==> src/rtl/mult_controller.sv <==
// Control FSM for the repeated-addition multiplier: operand handshake, datapath
// strobes, one-cycle done pulse and a sticky stuck-loop error flag.
module mult_controller #(
  parameter int unsigned MAX_ITER = 65536,
  parameter int unsigned CNT_W    = 17
) (
  input  logic clk,
  input  logic rst_n,
  input  logic start,
  input  logic abort,
  input  logic op_valid,
  output logic op_ready,
  input  logic eqz,
  output logic lda,
  output logic ldb,
  output logic ldp,
  output logic clrp,
  output logic decb,
  output logic busy,
  output logic done,
  output logic err
);

  typedef enum logic [2:0] {
    S_IDLE,
    S_LOAD_A,
    S_LOAD_B,
    S_ACC,
    S_DONE
  } state_t;

  localparam logic [CNT_W:0] LP_MAX = (CNT_W+1)'(MAX_ITER);

  state_t           r_state;
  state_t           w_next;
  logic [CNT_W-1:0] r_iter;
  logic [CNT_W-1:0] w_iter_next;
  logic [CNT_W:0]   w_iter_inc;
  logic             r_err;
  logic             w_err_next;

  always_ff @(posedge clk) begin
    if (!rst_n) begin
      r_state <= S_IDLE;
      r_iter  <= '0;
      r_err   <= 1'b0;
    end else begin
      r_state <= w_next;
      r_iter  <= w_iter_next;
      r_err   <= w_err_next;
    end
  end

  // One extra bit so the overflow compare cannot itself wrap.
  assign w_iter_inc = {1'b0, r_iter} + 1'b1;

  always_comb begin
    w_next      = r_state;
    w_iter_next = r_iter;
    w_err_next  = r_err;
    op_ready    = 1'b0;
    lda         = 1'b0;
    ldb         = 1'b0;
    ldp         = 1'b0;
    clrp        = 1'b0;
    decb        = 1'b0;
    done        = 1'b0;

    if (r_state != S_IDLE && abort) begin
      w_next = S_IDLE;
    end else begin
      case (r_state)
        S_IDLE: begin
          if (start) begin
            w_next     = S_LOAD_A;
            w_err_next = 1'b0;
          end
        end
        S_LOAD_A: begin
          op_ready = 1'b1;
          if (op_valid) begin
            lda    = 1'b1;
            w_next = S_LOAD_B;
          end
        end
        S_LOAD_B: begin
          op_ready = 1'b1;
          if (op_valid) begin
            ldb         = 1'b1;
            clrp        = 1'b1;
            w_iter_next = '0;
            w_next      = S_ACC;
          end
        end
        S_ACC: begin
          if (eqz) begin
            w_next = S_DONE;
          end else if (w_iter_inc > LP_MAX) begin
            w_err_next = 1'b1;
            w_next     = S_DONE;
          end else begin
            ldp         = 1'b1;
            decb        = 1'b1;
            w_iter_next = w_iter_inc[CNT_W-1:0];
          end
        end
        S_DONE: begin
          done   = 1'b1;
          w_next = S_IDLE;
        end
        default: w_next = S_IDLE;
      endcase
    end
  end

  assign busy = (r_state == S_LOAD_A) || (r_state == S_LOAD_B) || (r_state == S_ACC);
  assign err  = r_err;

endmodule

==> config.mk <==
export PLATFORM = sky130hd
export DESIGN_NAME = mult_controller
export DESIGN_NICKNAME = d
export VERILOG_FILES = /design/src/rtl/mult_controller.sv
export SDC_FILE = /design/constraint.sdc
export NUM_CORES = 1
export LEC_CHECK = 0
export BUFFER_PORTS_ARGS = -buffer_cell sky130_fd_sc_hd__buf_4
export CORE_ASPECT_RATIO = 1.2
export CORE_MARGIN = 2
export CORE_UTILIZATION = 58
export CTS_CLUSTER_SIZE = 28
export DETAILED_ROUTE_END_ITERATION = 12
export GPL_ROUTABILITY_DRIVEN = 0
export PLACE_DENSITY_LB_ADDON = 0.08
export SYNTH_ARGS = -nofsm -noshare
export SYNTH_HDL_FRONTEND = slang
export SYNTH_SLANG_ARGS = --single-unit
==> constraint.sdc <==
create_clock -name clk -period 3.4 [get_ports clk]
set_clock_uncertainty 0.15 [all_clocks]
set_input_delay 0.34 -clock clk [delete_from_list [all_inputs] [get_ports clk]]
set_output_delay 0.34 -clock clk [all_outputs]
set_load 0.005 [all_outputs]
After elaboration in Yosys (flattened, before gate mapping)

Index checks and enable logic that the tools add are counted.

Logic and storage cells: 57
Output and inout port bits: 9
Input port bits: 6
Bits in registers: 21

$lt $le $gt $ge: 1
$add $sub $neg: 1
Equal/unequal tests: 11
Multiplexer cells: 27
Reductions and logical operators: 12
Bitwise logic cells: 2

Operators with widths:

| operator              | number |
|---|---|
| $mux 17               | 3 |
| $pmux 17 s2           | 1 |
| $add 17x1->18 const B | 1 |
| $gt 18x17->1 const B  | 1 |
| $mux 1                | 16 |
| $mux 3                | 5 |
| $ne 2x2->1 const B    | 6 |
| $pmux 3 s4            | 1 |
| $reduce_and 5->1      | 2 |
| $eq 3x2->1 const B    | 2 |
| $reduce_and 4->1      | 1 |
| $reduce_bool 2->1     | 2 |
| $reduce_or 2->1       | 2 |
| $eq 3x1->1 const B    | 1 |
| $eq 3x3->1 const B    | 1 |
| $logic_not 3->1       | 1 |
| $ne 3x3->1 const B    | 1 |
| $reduce_bool 3->1     | 1 |
| $logic_or 1x1->1      | 2 |
| $not 1->1             | 2 |
| $pmux 1 s2            | 1 |
| $logic_and 1x1->1     | 1 |

Logic depth before layout (Yosys ltp)

Gate-level depths: netlist (run 1).

Depth after elaboration: 6
Gate-level depth with buffers: 11
Depth with buffers taken out: 9

Worst setup path after synthesis (run 1)

Ideal clock, no wire load.

Kind: register -> output
From: reg r_iter[0]
To: out ldp
Cell stages (with the launch flop): 11
Path slack: 0.666 ns
Arrival: 2.244 ns
Required time: 2.910 ns
Path through: dfxtp_1 -> ha_1 -> buf_2 -> and4_1 -> a211o_1 -> a21boi_1 -> o2111ai_1 -> o21ai_4 -> nand2_2 -> nor3_1 -> buf_4

Word-level cells in the longest chain between the ends: 6

RTL lines:

| element                | line | source |
|---|---|---|
| from (decl)            | 36   | `logic [CNT_W-1:0] r_iter;` |
| from (signal assigned) | 49   | `r_iter <= w_iter_next;` |
| $add 17x1->18          | 55   | `assign w_iter_inc = {1'b0, r_iter} + 1'b1;` |
| $gt 18x17->1           | 98   | `end else if (w_iter_inc > LP_MAX) begin` |
| $mux 1 (4 in series)   | --   |  |
| to (decl)              | 16   | `output logic ldp,` |

No other way between the ends.

Worst setup path after layout (run 1)

From: reg r_iter[0]
To: out decb

Word-level cells in the longest chain between the ends: 6

RTL lines:

| element       | line | source |
|---|---|---|
| $add 17x1->18 | 55   |  |
| $gt 18x17->1  | 98   |  |
| $mux 1        | 98   |  |
| $mux 1        | 96   | `if (eqz) begin` |
| $mux 1        | 72   | `case (r_state)` |
| $mux 1        | 69   | `if (r_state != S_IDLE && abort) begin` |
| to (decl)     | 18   | `output logic decb,` |

No other way between the ends.

==> results.md, run 1 <==
* Fin Hold WS at around 100 ps
* DIE HEIGHT at 62.1 um
* Max-slew violation count at 0
* Async set-reset flop share out of synthesis at 0
* Total GRT Usage at 0.233
* Syn avg cell area at 8.20 sq um
* Setup TNS at 0 ps
* VDD IR max at 0.000172 V
* Drt pass-1 iters at 5
* Drt initial violations at 28
* Distinct cells, synth at 54
* Vias/cell at 6.55
* Largest net degree at the start of global routing at 16
* Final period utilization at 0.940
* Final Hold Viols at 0
* Post-route DRC at 0
* Gate count after technology mapping at 199
* Synth Warn # at 0
* Worst path arrival time at ~2700 ps
* Overflow after GRT at 0
* WHS Endpoint: r_state[0]
* Area Overhead vs Synth at 1.84%
* RR Endpoint: r_iter[11]
* Crit path capture type: output pin
* GR Layer Usage met1 at 0.283
* Site Rows at 21
* Core Region at 2730 sq um
* Antenna-violating nets left at 0
* M3 GR Usage at 0.0216
* Register-to-register setup slack at 520 ps
* IO Pins at 15
* Die area at 3250 sq um
* Clock Tree Root: clkbuf_4
* PwrDens at 258 nW/um^2
* Syn Std Cell Area at approximately 1600 sq um
* Worst Slack Setup Final at 204 ps
* Final Setup Violations at 0
* Clk sink count at 21
* Total Wirelength at 3530 um
* RSZ-0062 raised after global routing: no
* Yosys reg bits at 21
* Via count at 1501
* Dpl ws at 483 ps
* Diodes inserted at 0
* Top_reg_cell synth: dfxtp_1
* Outcome: finished clean
* # Post-CTS Setup Buffers at 0
* Vias in the first global route at 1345
* Max_slew headroom at 0.653
* CP startpoint kind: flop
* Layout net count at just over 200
* Most used routing layer in global routing: met2
* MaxCap Viol Count at 0
* Critical R2R Launch: r_iter[0]
* Post-DP HPWL at approximately 2600 um
* Critical path class: flop to output pin
* Clock slew at reported path FFs at 130 ps
* Seq/Total Area, Yosys at 0.258
* Hold Path Origin: abort
* Util after Layout at 0.608
* R2R cell count at 9
* Placed instance area at 1630 sq um
* Net Count, Synth at slightly above 200
* Static leakage at 0.000675 uW
* Die X-Extent at 52.4 um
* IO buf count at 14
* CTS tree: done
* Final min period at 3200 ps
* Worst hold-check path type: input pin to flop
* Hold Path Stages at 2
* Number of synthesized flops with an enable pin at 0
* Htree depth at 1
* Grt met2 use at 0.405
* Slew @ Worst Pin at 516 ps
* CTS Buffer Depth at 2
* Initial Utilization at 0.597
* Number of buffers created by CTS at 3
* Crit path max fanout at 9
* Global-route wire length before repair at ~5900 um
* Latest clock arrival within the worst-skew pair at around 320 ps
* Final instance area at 1660 sq um
* Average wire per standard cell at roughly 15 um
* CP required at just under 3000 ps
* Fmax achieved at 0.313 GHz
* Layout cells sized above 1 at 0.179
* Initial antenna violation count at 0
flip-flops by register name (all words and copies together) (netlist names):
signal   cells
r_state      3
err          1
r_iter      17
cell usage after synthesis, types with 6 or more instances:
master | count | area, sq um
nor2_1 | 9 | 33.8
buf_6 | 6 | 67.6
buf_2 | 9 | 45.0
and3_1 | 8 | 50.1
xnor2_1 | 8 | 70.1
nand4_1 | 9 | 56.3
nand3_1 | 11 | 55.1
nor3_1 | 12 | 60.1
a211o_1 | 10 | 87.6
dfxtp_1 | 21 | 420
a21oi_1 | 9 | 45.0
nand2_1 | 15 | 56.3
where the power goes:
group / internal [uW] / switching, uW / total, uW
Clock: 45.9 / 83.1 / 129
Combinational: 21.4 / 24.9 / 46.3
Sequential: 248 / 5.60 / 254
timing repair:
action | 4_1_cts | 5_1_grt
hold buffers | 0 | 0
setup endpoints to repair | 0 | 2
resized for setup | 0 | 1
how the worst max path moves through the flow:
stage | cells after the start | end | slack [ps] | startpoint
after detailed placement | 9 | r_iter[11] | 480 | r_iter[0]
after CTS | 9 | decb | 130 | r_iter[0]
after floorplan | 10 | ldp | 670 | r_iter[0]
after global routing | 9 | ldp | 30 | r_iter[0]
after global placement | 9 | decb | 620 | r_iter[0]
final | 9 | decb | 200 | r_iter[0]
cell type report:
| type | count | area, sq um |
|---|---|---|
| clock buffers | 4 | 26.3 |
| repair buffers | 14 | 105 |
| multi-input cells | 154 | 1060 |
| fillers | 249 | 1070 |
| inverters | 2 | 7.51 |
| flip-flops and latches | 21 | 420 |
| well taps | 34 | 42.5 |
worst max-delay path, stage by stage, from the launching register on:
cell     delay [ps]
dfxtp_1         490
ha_2            330
and2_1          190
and4_4          250
mux2i_1         210
a22oi_2         120
o21ai_4         250
nand2_2         110
nor3_1          270
buf_4           160
cell families after synthesis:
family                     synth area share
adders and majority gates            0.0153
xor gates and xnor gates             0.0483
buffers and inverters                0.0943
and+or+nand+nor                       0.322
AOI/OAI and AO/OA                     0.236
DFF                                   0.258
muxes                                0.0261
through the flow:
step | std cells | power, uW
after global placement | 225 | 304
final | 229 | 429
after global routing | 229 | 451
after floorplan | 199 | 288
after detailed placement | 225 | 306
after CTS | 229 | 433
placed cells by master (no fill, tap or decap), types with 2 or more instances in the layout:
master    instances
inv_1             2
nand4_1           9
nor4_1            4
nor2_1            9
and4_1            2
nor3_2            2
and4_4            2
nand2_2           2
and2_1            3
a211o_1          10
a22o_1            4
nand3_1          11
nand2b_1          4
o21ai_0           4
a21o_1            3
clkbuf_4          3
and3_1            8
xnor2_1           8
nand2_1          15
mux2i_1           2
and3_4            2
buf_4            14
nor3_1           12
dfxtp_1          21
a31oi_1           3
a21oi_1           9
layer usage:
metal,share of wire,vias up
met3,0.041,11
met5,0,-
li1,-,741
met1,0.42,707
met4,0.026,0
met2,0.51,42
No activity file was read; power rests on OpenSTA's default activity.
==> run 2, diff against run 1 <==
Settings changed: CELL_PAD_IN_SITES_DETAIL_PLACEMENT from default to 0, CELL_PAD_IN_SITES_GLOBAL_PLACEMENT from default to 1, CORE_ASPECT_RATIO 1.2 to default, CORE_UTILIZATION 58 to 44.
==> results.md, run 2 (same netlist as run 1, synthesis figures left out) <==
* RR Endpoint: r_iter[6]
* Seq pwr share at 0.543
* Setup TNS at 0 ps
* Top reg by flops: r_iter
* Worst hold-check path type: input pin to flop
* # Post-CTS Setup Buffers at 0
* Die area at 4210 sq um
* Via count at around 1.5k
* Core Region at 3610 sq um
* Comb power frac at 0.096
* Multi-input gate area at 1060 sq um
* Post-route DRC at 0
* Layout net count at 204
* CP required at just under 3000 ps
* Drt initial violations at 58
* R2R cell count at 9
* DIE HEIGHT at 64.9 um
* Critical path class: flop to output pin
* IO buf count at 14
* Tot Pwr at 468 uW
* Register-to-register setup slack at 550 ps
* Worst path arrival time at 2620 ps
* Final period utilization at 0.915
* Final min period at ~3100 ps
* Antenna-violating nets left at 0
* Overflow after GRT at 0
* WHS Endpoint: r_state[0]
* Most frequent cells in the layout: 21 x dfxtp_1, 15 x nand2_1, 14 x buf_4, 11 x nand3_1, 11 x nor3_1
* MaxCap Viol Count at 0
* Crit path capture type: output pin
* Die X-Extent at 64.9 um
* Total Wirelength at 3560 um
* Dpl ws at 420 ps
* Site Rows at 22
* Max FFs per register at 17
* VDD IR max at 0.000146 V
* Drt pass-1 iters at 4
* Global-route wire length before repair at 6460 um
* Clock slew at reported path FFs at 80 ps
* CTS Buffer Depth at 2
* CP startpoint kind: flop
* Internal at 353 uW
* Initial Utilization at 0.452
* RSZ-0062 raised after global routing: no
* Post-DP HPWL at 2570 um
* PwrDens at 275 nW/um^2
* Commonest non-fill, non-tap cell in the layout: dfxtp_1
* Total GRT Usage at 0.196
* Number of buffers created by CTS at 3
* Net Sw Power at 115 uW
* Hold Path Stages at 2
* Vias/cell at between 6 and 7
* Switching fraction of total power at 0.245
* Clk sink count at 21
* Crit path max fanout at 9
* Clock Tree Root: clkbuf_8
* Worst Slack Setup Final at a little under 300 ps
* Hold Path Origin: abort
* Critical R2R Launch: r_iter[1]
* IO Pins at 15
* Clock power frac at 0.362
* Vias in the first global route at between 1k and 1.5k
* Outcome: finished clean
* Largest net degree at the start of global routing at 16
* Max_slew headroom at 0.656
* Max-slew violation count at 0
* Area Overhead vs Synth at 4.37%
* Fillers at 352
* Final Setup Violations at 0
* Static leakage at 0.000683 uW
* Htree depth at 1
* Latest clock arrival within the worst-skew pair at 260 ps
* Fmax achieved at 0.321 GHz
* Initial antenna violation count at 0
* Average wire per standard cell at 14.7 um
* FF+latch area at 420 sq um
* Final Hold Viols at 0
* CTS tree: done
* Diodes inserted at 0
* Layout cells sized above 1 at 0.185
* Slew @ Worst Pin at between 500 and 600 ps
run 2: cell counts in the layout (fill, tap and decap cells not counted):
Identical to the previous run, type by type.
run 2: cell type report:
class,instances,area share
timing repair buffer,14,0.0617
clock buffer,4,0.0265
tap,48,0.0353
multi-input combinational,154,0.625
sequential,21,0.247
inverter,2,0.00441
run 2: repair_timing:
item	CTS	global route
gates resized for setup	0	2
hold buffers	0	0
hold endpoints to repair	0	0
endpoints found under the setup margin	0	2
run 2: power by group through the flow:
stage	Clock (uW)	Sequential, uW	Combinational, uW
final	169	254	44.9
after global routing	186	255	50.2
after CTS	176	254	45.3
after detailed placement	0	260	45.0
after global placement	0	259	45.3
after floorplan	0	254	33.4
run 2: how the worst max path moves through the flow:
stage | startpoint | to | slack [ps] | cells after the start
after detailed placement | r_iter[1] | decb | 420 | 9
after floorplan | r_iter[0] | ldp | 670 | 10
after global placement | r_iter[0] | ldp | 480 | 9
after CTS | r_iter[1] | decb | 100 | 9
after global routing | r_iter[1] | decb | 40 | 9
final | r_iter[1] | decb | 290 | 9
run 2: stage by stage:
step,util,area (sq um),cells,hold WS (ps)
floorplan,-,1630,199,290
global placement,0.458,1650,239,402
detailed placement,0.458,1650,239,391
CTS,0.470,1700,243,166
global route,0.472,1700,243,171
finish,0.472,1700,243,171
run 2: worst max-delay path, cell delays in order, from the launching register on:
cell,delay (ps)
dfxtp_1,460
ha_2,340
and2_1,200
and4_4,250
mux2i_1,220
a22oi_2,120
o21ai_4,250
nand2_2,120
nor3_2,240
buf_4,160
run 2: metal layers:
layer	track usage	wire length (um)
met1	0.246	1620
met2	0.320	1750
met3	0.0313	121
met4	0.101	75
met5	0	0
==> run 3, diff against run 2 <==
Settings changed: CORE_UTILIZATION 44 to 35.
==> results.md, run 3 (same netlist as run 1, synthesis figures left out) <==
* Outcome: finished clean
* Antenna-violating nets left at 0
* Worst path arrival time at 2700 ps
* CTS tree: done
* Layout net count at 204
* Crit path max fanout at 9
* Number of buffers created by CTS at 3
* Drt pass-1 iters at 4
* VDD IR max at 0.000136 V
* Latest clock arrival within the worst-skew pair at 270 ps
* DIE HEIGHT at 72.3 um
* # hold bufs at CTS at 0
* Static leakage at 0.000686 uW
* Max_slew headroom at 0.637
* Commonest non-fill, non-tap cell in the layout: dfxtp_1
* Layout cells sized above 1 at 0.185
* Fillers at 464
* Clk sink count at 21
* IO Pins at 15
* Final Hold Viols at 0
* RSZ-0062 raised after global routing: no
* MaxCap Viol Count at 0
* Die X-Extent at slightly above 70 um
* Final period utilization at 0.938
* Htree depth at 1
* Top reg by flops: r_iter
* Vias/cell at around 6
* CTS Buffer Depth at 2
* Clock Tree Root: clkbuf_8
* # Post-CTS Setup Buffers at 0
* Fmax achieved at 0.314 GHz
* Slew @ Worst Pin at between 500 and 600 ps
* Setup TNS at 0 ps
* Total Wirelength at 3870 um
* Max-slew violation count at 0
* IO buf count at 14
* CP startpoint kind: flop
* Initial Utilization at 0.370
* Vias in the first global route at 1342
* Final min period at ~3200 ps
* Crit path capture type: output pin
* PwrDens at 278 nW/um^2
* Final instance area at 1700 sq um
* Overflow after GRT at 0
* Drt initial violations at between 100 and 150
* Clock slew at reported path FFs at 80 ps
* Area Overhead vs Synth at 4.45%
* Total GRT Usage at 0.155
* Post-route DRC at 0
* Placed instance area at approximately 1700 sq um
* Max FFs per register at 17
* Diodes inserted at 0
* Final Setup Violations at 0
* Site Rows at 24
* Largest net degree at the start of global routing at 16
* Global-route wire length before repair at 6510 um
* Critical path class: flop to output pin
* CP required at 2910 ps
* Worst hold-check path type: input pin to flop
* Average wire per standard cell at 15.7 um
* Core Region at 4410 sq um
* Die area at 5220 sq um
* Post-DP HPWL at 2730 um
* Via count at 1478
* Most frequent cells in the layout: 21 x dfxtp_1, 15 x nand2_1, 14 x buf_4, 12 x nor3_1, 11 x nand3_1
* Initial antenna violation count at 0
==> run 3: changes by cell type in the layout (fill, tap and decap cells not counted), sizes merged <==
cell    change
clkbuf      -1
clkinv      +1
==> run 3: what timing repair did <==
item | in CTS | in global routing
resized for setup | 0 | 1
endpoints found under the hold margin | 0 | 0
endpoints found under the setup margin | 0 | 2
==> run 3: metrics by stage <==
| stage | power (uW) | util | hold slack, ps | worst slack (ps) | cells |
|---|---|---|---|---|---|
| 2_1_floorplan | 288 | - | 290 | 666 | 199 |
| 3_3_place_gp | 306 | 0.375 | 371 | 580 | 243 |
| 3_5_place_dp | 306 | 0.375 | 376 | 471 | 243 |
| 4_1_cts | 480 | 0.385 | 166 | 146 | 247 |
| 5_1_grt | 495 | 0.386 | 177 | 17.6 | 247 |
| 6_report | 473 | 0.386 | 170 | 212 | 247 |
==> run 3: metal layers <==
layer	routed length, um	track usage	vias to the layer above
li1	-	-	733
met1	1980	0.227	719
met2	1750	0.236	21
met3	97	0.0208	5
met4	44	0.0440	0
met5	0	0	-
==> run 3: worst max-delay path: stages (launching register included) <==
cell,delay (ps)
dfxtp_1,470
ha_2,340
and2_1,200
and4_4,250
mux2i_1,210
a22oi_2,120
o21ai_4,270
nand2_2,130
nor3_1,280
buf_4,170
==> run 3: layout make-up <==
type,instances,area [sq um],area share
clock buffer,3,41.3,0.0242
clock inverter,1,5.00,0.00294
inverter,2,7.51,0.00441
multi-input combinational,154,1060,0.622
sequential,21,420,0.247
tap,52,65.1,0.0382
timing repair buffer,14,105,0.0617
==> run 3: power breakdown <==
group | internal, uW | total, uW | switching (uW)
Combinational | 21.3 | 45.9 | 24.6
Sequential | 248 | 255 | 6.46
Clock | 81.9 | 173 | 90.9
==> run 3: path summary, 6_finish.rpt <==
| check | slack (ps) | end | cells past startpoint | startpoint |
|---|---|---|---|---|
| setup reg to reg | 550 | r_iter[11] | 9 | r_iter[1] |
| hold reg to reg | 380 | err | 2 | err |
| setup / recovery | 210 | ldp | 9 | r_iter[1] |
| hold / removal | 170 | r_state[0] | 2 | abort |
